## config.mk

```make
export PLATFORM = sky130hd
export DESIGN_NAME = bmu_multicycle
export DESIGN_NICKNAME = d
export VERILOG_FILES = /design/src/rtl/bmu_multicycle_pkg.sv /design/src/rtl/bmu_multicycle_bit_counter.sv /design/src/rtl/bmu_multicycle.sv
export SDC_FILE = /design/constraint.sdc
export NUM_CORES = 1
export LEC_CHECK = 0
export CAP_MARGIN = 25
export CORE_UTILIZATION = 50
export CTS_CLUSTER_SIZE = 20
export DETAILED_ROUTE_END_ITERATION = 10
export PLACE_DENSITY = 0.85
export SLEW_MARGIN = 20
export SYNTH_ARGS = -nofsm -noshare
export SYNTH_HDL_FRONTEND = slang
export SYNTH_HIERARCHICAL = 1
export SYNTH_SLANG_ARGS = --single-unit
```

## constraint.sdc

```tcl
create_clock -name clk -period 6.3 [get_ports clk]
set_clock_uncertainty 0.05 [all_clocks]
set_input_delay 1.26 -clock clk [delete_from_list [all_inputs] [get_ports clk]]
set_output_delay 1.26 -clock clk [all_outputs]
set_load 0.02 [all_outputs]
```

## src/rtl/bmu_multicycle_pkg.sv

```systemverilog
// bmu_multicycle_pkg: B-extension op codes and shared types for the BMU family
package bmu_multicycle_pkg;
    localparam logic [4:0] OP_CLMUL  = 5'b00001;
    localparam logic [4:0] OP_CLMULH = 5'b00010;
    localparam logic [4:0] OP_CLMULR = 5'b00011;
    localparam logic [4:0] OP_CLZ    = 5'b00100;
    localparam logic [4:0] OP_CPOP   = 5'b00101;
    localparam logic [4:0] OP_CTZ    = 5'b00110;

    typedef enum logic [1:0] {IDLE, RUN, DONE} state_t;
    typedef enum logic [1:0] {SEL_CLZ, SEL_CTZ, SEL_CPOP} cnt_sel_t;

    function automatic logic is_clmul(input logic [4:0] op);
        return op == OP_CLMUL || op == OP_CLMULH || op == OP_CLMULR;
    endfunction
endpackage

```

## src/rtl/bmu_multicycle_bit_counter.sv

```systemverilog
// bit_counter: combinational leading-zero, trailing-zero and population count
module bit_counter
    import bmu_multicycle_pkg::*;
(
    input  logic [31:0] x,
    input  cnt_sel_t    sel,
    output logic [5:0]  count
);
    logic [5:0] lz, tz, pop;

    always_comb begin
        lz  = 6'd32;
        tz  = 6'd32;
        pop = '0;
        for (int i = 0; i < 32; i++) begin
            if (x[i]) lz = 6'(31 - i);
            if (x[31 - i]) tz = 6'(31 - i);
            pop = pop + 6'(x[i]);
        end
        count = sel == SEL_CLZ ? lz : sel == SEL_CTZ ? tz : pop;
    end
endmodule

```

## src/rtl/bmu_multicycle.sv

```systemverilog
// bmu_multicycle: bit-serial carry-less multiply plus single-step bit counting ops
module bmu_multicycle
    import bmu_multicycle_pkg::*;
(
    input  logic        clk,
    input  logic        rst,
    input  logic        start,
    input  logic [4:0]  option,
    input  logic [31:0] in_X,
    input  logic [31:0] in_Y,
    output logic        busy,
    output logic        done,
    output logic [31:0] result
);
    state_t      state_q, state_d;
    logic [4:0]  op_q, op_d;
    logic [31:0] x_q, x_d, y_q, y_d, result_q, result_d;
    logic [63:0] acc_q, acc_d, partial;
    logic [4:0]  cnt_q, cnt_d;
    logic        busy_q, busy_d, done_q, done_d;
    cnt_sel_t    sel;
    logic [5:0]  count;
    logic [31:0] count_res;

    assign sel = option == OP_CLZ ? SEL_CLZ : option == OP_CTZ ? SEL_CTZ : SEL_CPOP;

    bit_counter u_bit_counter (
        .x     (in_X),
        .sel   (sel),
        .count (count)
    );

    // Unrecognised op codes fall through the count path and return X unchanged
    assign count_res = (option == OP_CLZ || option == OP_CTZ || option == OP_CPOP)
                       ? {26'b0, count} : in_X;
    assign partial   = y_q[cnt_q] ? {32'b0, x_q} << cnt_q : 64'b0;

    always_comb begin
        state_d  = state_q;
        op_d     = op_q;
        x_d      = x_q;
        y_d      = y_q;
        acc_d    = acc_q;
        cnt_d    = cnt_q;
        result_d = result_q;
        case (state_q)
            IDLE: if (start) begin
                op_d = option;
                x_d  = in_X;
                y_d  = in_Y;
                if (is_clmul(option)) begin
                    state_d = RUN;
                    acc_d   = '0;
                    cnt_d   = '0;
                end else begin
                    state_d  = DONE;
                    result_d = count_res;
                end
            end
            RUN: begin
                acc_d = acc_q ^ partial;
                cnt_d = cnt_q + 5'd1;
                if (cnt_q == 5'd31) begin
                    state_d  = DONE;
                    result_d = op_q == OP_CLMUL  ? acc_d[31:0]
                             : op_q == OP_CLMULH ? acc_d[63:32] : acc_d[62:31];
                end
            end
            default: state_d = IDLE;
        endcase
        busy_d = state_d != IDLE;
        done_d = state_d == DONE;
    end

    always_ff @(posedge clk or posedge rst) begin
        if (rst) begin
            state_q  <= IDLE;
            op_q     <= '0;
            x_q      <= '0;
            y_q      <= '0;
            acc_q    <= '0;
            cnt_q    <= '0;
            result_q <= '0;
            busy_q   <= 1'b0;
            done_q   <= 1'b0;
        end else begin
            state_q  <= state_d;
            op_q     <= op_d;
            x_q      <= x_d;
            y_q      <= y_d;
            acc_q    <= acc_d;
            cnt_q    <= cnt_d;
            result_q <= result_d;
            busy_q   <= busy_d;
            done_q   <= done_d;
        end
    end

    assign busy   = busy_q;
    assign done   = done_q;
    assign result = result_q;
endmodule

```

Word level (Yosys, flattened, before mapping) --
Cells that the tools add are included.
Word-level totals: logic and storage cells 159, bits in registers 174, input bits 72
Cells by class: eq/ne operators 16, order comparisons 1, add/subtract/negate cells 32, bitwise operators 1, reductions and logical operators 11, mux-type cells 88, shifts and indexed selects 1
Operators with widths (number):
- $mux 6 | 66
- $mux 32 | 6
- $mux 64 | 3
- $add 6x1->6 | 30
- $pmux 64 s2 | 1
- $pmux 32 s2 | 1
- $shl 32x5->64 | 1
- $xor 64x64->64 | 1
- $eq 5x2->1 const B | 3
- $eq 5x3->1 const B | 3
- $eq 5x1->1 const B | 2
- $mux 2 | 5
- $mux 5 | 2
- $pmux 5 s2 | 1
- $ne 2x2->1 const B | 4
- $lt 5x6->1 const B | 1
- $add 5x1->5 const B | 1
- $bmux 1 s5 | 1
- $eq 5x5->1 const B | 1
- $eq 2x1->1 const B | 2
- $logic_not 2->1 | 2
- $logic_or 1x1->1 | 4
- $pmux 2 s2 | 1
- $reduce_and 4->1 | 1
- 6 further kinds | 7

Longest topological paths before layout --
word-level depth 38, gate-level depth with buffers 24, mapped depth without buffers 24

Cells and area by module --
The synthesis kept the hierarchy.
By module, submodules not included:
- bmu_multicycle | area an instance 11845.1 sq um, times used 1, cells an instance 1209, seq. area each 4329.2 sq um
- bit_counter | area an instance 1664.1 sq um, times used 1, cells an instance 204, seq. area each 0.0 sq um

Worst setup path after synthesis --
Ideal clock, no wire load.
path type input to register, start point input port in_X[0], end point register result_q[4] (netlist: result[4]), data arrival time 6703 ps, library setup time 132 ps, setup slack -585 ps, stages on the path 24, buffers on the path 0, path through fa_1 -> inv_1 -> fa_1 -> fa_1 -> fa_1 -> inv_1 -> fa_1 -> inv_1 -> fa_1 -> fa_1 -> fa_1 -> inv_1 -> ha_1 -> inv_1 -> fa_1 -> inv_1 -> a21o_1 -> a21oi_1 -> xnor2_1 -> a211o_1 -> nand2_1 -> a31oi_1 -> a21oi_1 -> a21oi_1
Between the ends: longest elaborated chain between the ends 37
Ends and longest elaborated chain:
- start, declared | line bmu_multicycle.sv:9 | input logic [31:0] in_X,
- $add 1x1->2 or $mux 6 (tied branches) | line bmu_multicycle_bit_counter.sv:18, bmu_multicycle_bit_counter.sv:16
- $add 6x1->6 or $mux 6 (tied branches) (30 in a row) | line bmu_multicycle_bit_counter.sv:18, bmu_multicycle_bit_counter.sv:16
- $mux 6, on equally long branches | line bmu_multicycle_bit_counter.sv:20, bmu_multicycle_bit_counter.sv:16
- $mux 6 * | line bmu_multicycle_bit_counter.sv:20 | count = sel == SEL_CLZ ? lz : sel == SEL_CTZ ? tz : pop;
- net count[4] | line bmu_multicycle.sv:22 | logic [5:0] count;
- $mux 32 * | line bmu_multicycle.sv:35 | ? {26'b0, count} : in_X;
- $mux 32 * | line bmu_multicycle.sv:51 | if (is_clmul(option)) begin
- $mux 32 * | line bmu_multicycle.sv:47 | IDLE: if (start) begin
- $pmux 32 s2 * | line bmu_multicycle.sv:46 | case (state_q)
- end signal, assigned | line bmu_multicycle.sv:93 | result_q <= result_d;
- end, declared | line bmu_multicycle.sv:17 | logic [31:0] x_q, x_d, y_q, y_d, result_q, result_d;
The timed path passes the listed nets; every way through them passes the cells marked *. The select of a mux whose other input is x is not followed. A chain may end at the register's enable or synchronous reset.

Worst setup path after layout --
start point input port in_X[0], end point register result_q[2] (netlist: result[2])
The elaborated chain is that of the path after synthesis.

==> results_dict.tcl <==
set metrics [dict create \
    post-route-period-util_pct 106 \
    share_clk_of_total_power_pct 13.2 \
    crit_top_cell "fa_1" \
    p_comb_share_pct 64.3 \
    cp-start-kind "input port" \
    dpl.hpwl_um 33200 \
    n_antenna_cell 0 \
    drv_cap 0 \
    setup_viol 6 \
    path_clk_slew_ns 0.08 \
    row_count 59 \
    cp_slowest_stage_delay_ns 0.54 \
    regToRegSetupSlack_ns 2.12 \
    drc_errors 5 \
    syn2layout_area_growth_pct 15.4 \
    cts_sinks 173 \
    ys_top_cells_by_area "dfrtp_1 (32%), mux4_2 (7.5%), mux2_2 (7.0%), nand2_1 (4.8%), o21ai_0 (3.9%)" \
    fp.dieW_um 166 \
    ys_warn_count 6 \
    outcome "complete, but fails checks" \
    relSlewSlack_pct 34.4 \
    postSynthAreaPerCell_um2 9.56 \
    die_y_um 166 \
    clk_latency_ns 0.46 \
    htreeDepth 4 \
    crit_fanout 2 \
    drt_iter0_markers 1987 \
    p_total_mw 8.43 \
    switching_power_mw 4.11 \
    critical_path_required_ns 6.56 \
    worstPathArrival_ns 6.96 \
    vdd_drop_max_mv 0.349 \
    nFillCells 2192 \
    ys.flop_type "dfrtp_1" \
    violations "design-rule violations, negative setup slack" \
    min_period_ns 6.70 \
    synth_common_cells "nand2_1 (174), dfrtp_1 (173), o21ai_0 (106)" \
    setup_ws_ns -0.401 \
    die_area_mm2 0.0277 \
    syn-instance-count 1413 \
    swShare_pct 48.8 \
    path_class "in2reg" \
    drive_above_1_share_pct 19.7 \
    antenna_found_initial 0 \
    syn_area_mm2 0.0135 \
    start_util_pct 51.4 \
    r2r-start "cnt_q[2]" \
    hold_viol 0 \
    grt_usage_pct 33.7 \
    fmax_mhz 149 \
    synth.distinct_cells 92 \
    yosysTopAreaCell "dfrtp_1" \
    whs_ns 0.436 \
    synth_edf_count 0 \
    syn-num-nets 1526 \
    yosysSeqAreaShare_pct 32.0 \
    wl_um 46200 \
    portBuffers 105 \
    drtPass1Iterations 10 \
    grt_overflow 0 \
    hold_class "reg2reg" \
    async_flop_share_pct 100 \
    synth.top_cell.area_share_pct 32.0 \
    crit_start "in_X[0]" \
    cts_max_path_buffers 2 \
    drv_slew 0 \
    cts_made_buffers 17 \
    reg2regPathDepth 8 \
    synth_most_common_cell "nand2_1" \
    fin_nets 1611 \
    wl_per_cell_um 25.1 \
    ios 106 \
    final_antenna_net_count 0 \
    rsz0062_at_grt "yes" \
    tightestPinTransition_ns 0.984 \
    crit_path_end "result[2]" \
    grt_pass1_wl_um 71700 \
    grt_max_degree 97 \
    viasPerCell 6.81 \
    grt_pass1_vias 12000 \
    r2r-end "result[3]" \
    num_vias 12600 \
    cp_slowest_cell "fa_1" \
    routabilityCongestion 0.978 \
    end_kind "register" \
    p_leak_nw 6.30 \
    cellPowerDensity_mw_per_mm2 541 \
    synth_seq_cells 173 \
    root_buffer "clkbuf_16" \
    cts_tree "done" \
    seq_power_share_pct 22.5 \
    p_int_mw 4.31 \
    coreArea_mm2 0.0263 \
]
layer usage:
layer,vias to the layer above,routed length [um],global-route usage (%)
met5,-,0,1.57
met4,0,2150,14.0
met3,166,5540,7.82
met2,931,20100,50.5
met1,6111,18500,46.9
li1,5357,-,-
worst min-delay path by stage:
stage / slack, ns / endpoint / cells past startpoint / startpoint
floorplan: 0.42 / acc_q[1] / 1 / acc_q[1]
global placement: 0.41 / result[14] / 2 / result[14]
detailed placement: 0.42 / result[14] / 2 / result[14]
CTS: 0.44 / result[14] / 2 / result[14]
global route: 0.48 / acc_q[56] / 1 / acc_q[56]
finish: 0.44 / result[14] / 2 / result[14]
through the flow:
step,std cells,util (%),setup WS (ns),setup TNS [ns],cell area (um2)
2_1_floorplan,1413,-,-0.531,-1.82,13500
3_3_place_gp,1811,56.8,-1.24,-6.45,14900
3_5_place_dp,1811,56.8,-1.26,-6.60,14900
4_1_cts,1844,59.1,-0.435,-1.68,15500
5_1_grt,1846,59.3,-0.622,-3.03,15600
6_report,1846,59.3,-0.401,-1.68,15600
what timing repair did:
| action | in CTS | in global routing |
|---|---|---|
| hold buffers | 0 | 0 |
| resized for setup | 19 | 5 |
| cloned | 0 | 0 |
| endpoints found under the setup margin | 6 | 6 |
| pin swaps | 8 | 8 |
| setup buffers | 2 | 0 |
sequential cells by signal, summed over array words and instances, names as in the netlist:
name,count
acc_q,63
busy,1
cnt_q,5
done,1
op_q,5
result,32
state_q,2
x_q,32
y_q,32
logic make-up after synthesis:
group	count (synthesis)	share of synthesized area [%]
compound gates	425	21.7
xor+xnor	66	4.28
fa+ha+maj	41	5.19
buf+inv	151	5.33
flops	173	32.0
mux	181	18.4
simple gates	376	13.1
area by class of cell:
class	count	area [um2]	share of cell area, %
Clock inverter	13	146	0.939
Clock buffer	19	453	2.91
Tap cell	335	419	2.69
Timing Repair Buffer	162	1510	9.69
Inverter	55	211	1.36
Multi-Input combinational cell	1089	8510	54.6
Sequential cell	173	4330	27.8
power groups by stage:
stage,sequential (mW),combinational (mW),clock [mW]
detailed placement,1.93,5.08,0
global route,1.94,5.76,1.15
floorplan,1.76,3.81,0
CTS,1.92,5.20,1.11
global placement,1.91,5.01,0
finish,1.90,5.42,1.11
cells in the final DEF, fill, tap and decap left out, drive strengths merged, types with 28 or more instances in the layout:
cell type,n
nor2,96
a221oi,35
xor2,37
o21ai,114
mux4,45
inv,62
dfrtp,173
mux2,84
buf,60
o31ai,28
xnor2,29
mux2i,52
clkdlybuf4s50,102
nand2,175
a21oi,92
critical path: cells and delay by family:
kind                       cells  cell delay [ns]
adders and majority gates     10             4.37
AOI/OAI and AO/OA              6             0.67
buffers and inverters          7             0.48
xor gates and xnor gates       1             0.12
and+or+nand+nor                1             0.06
Power figures use the tool's default switching activity.
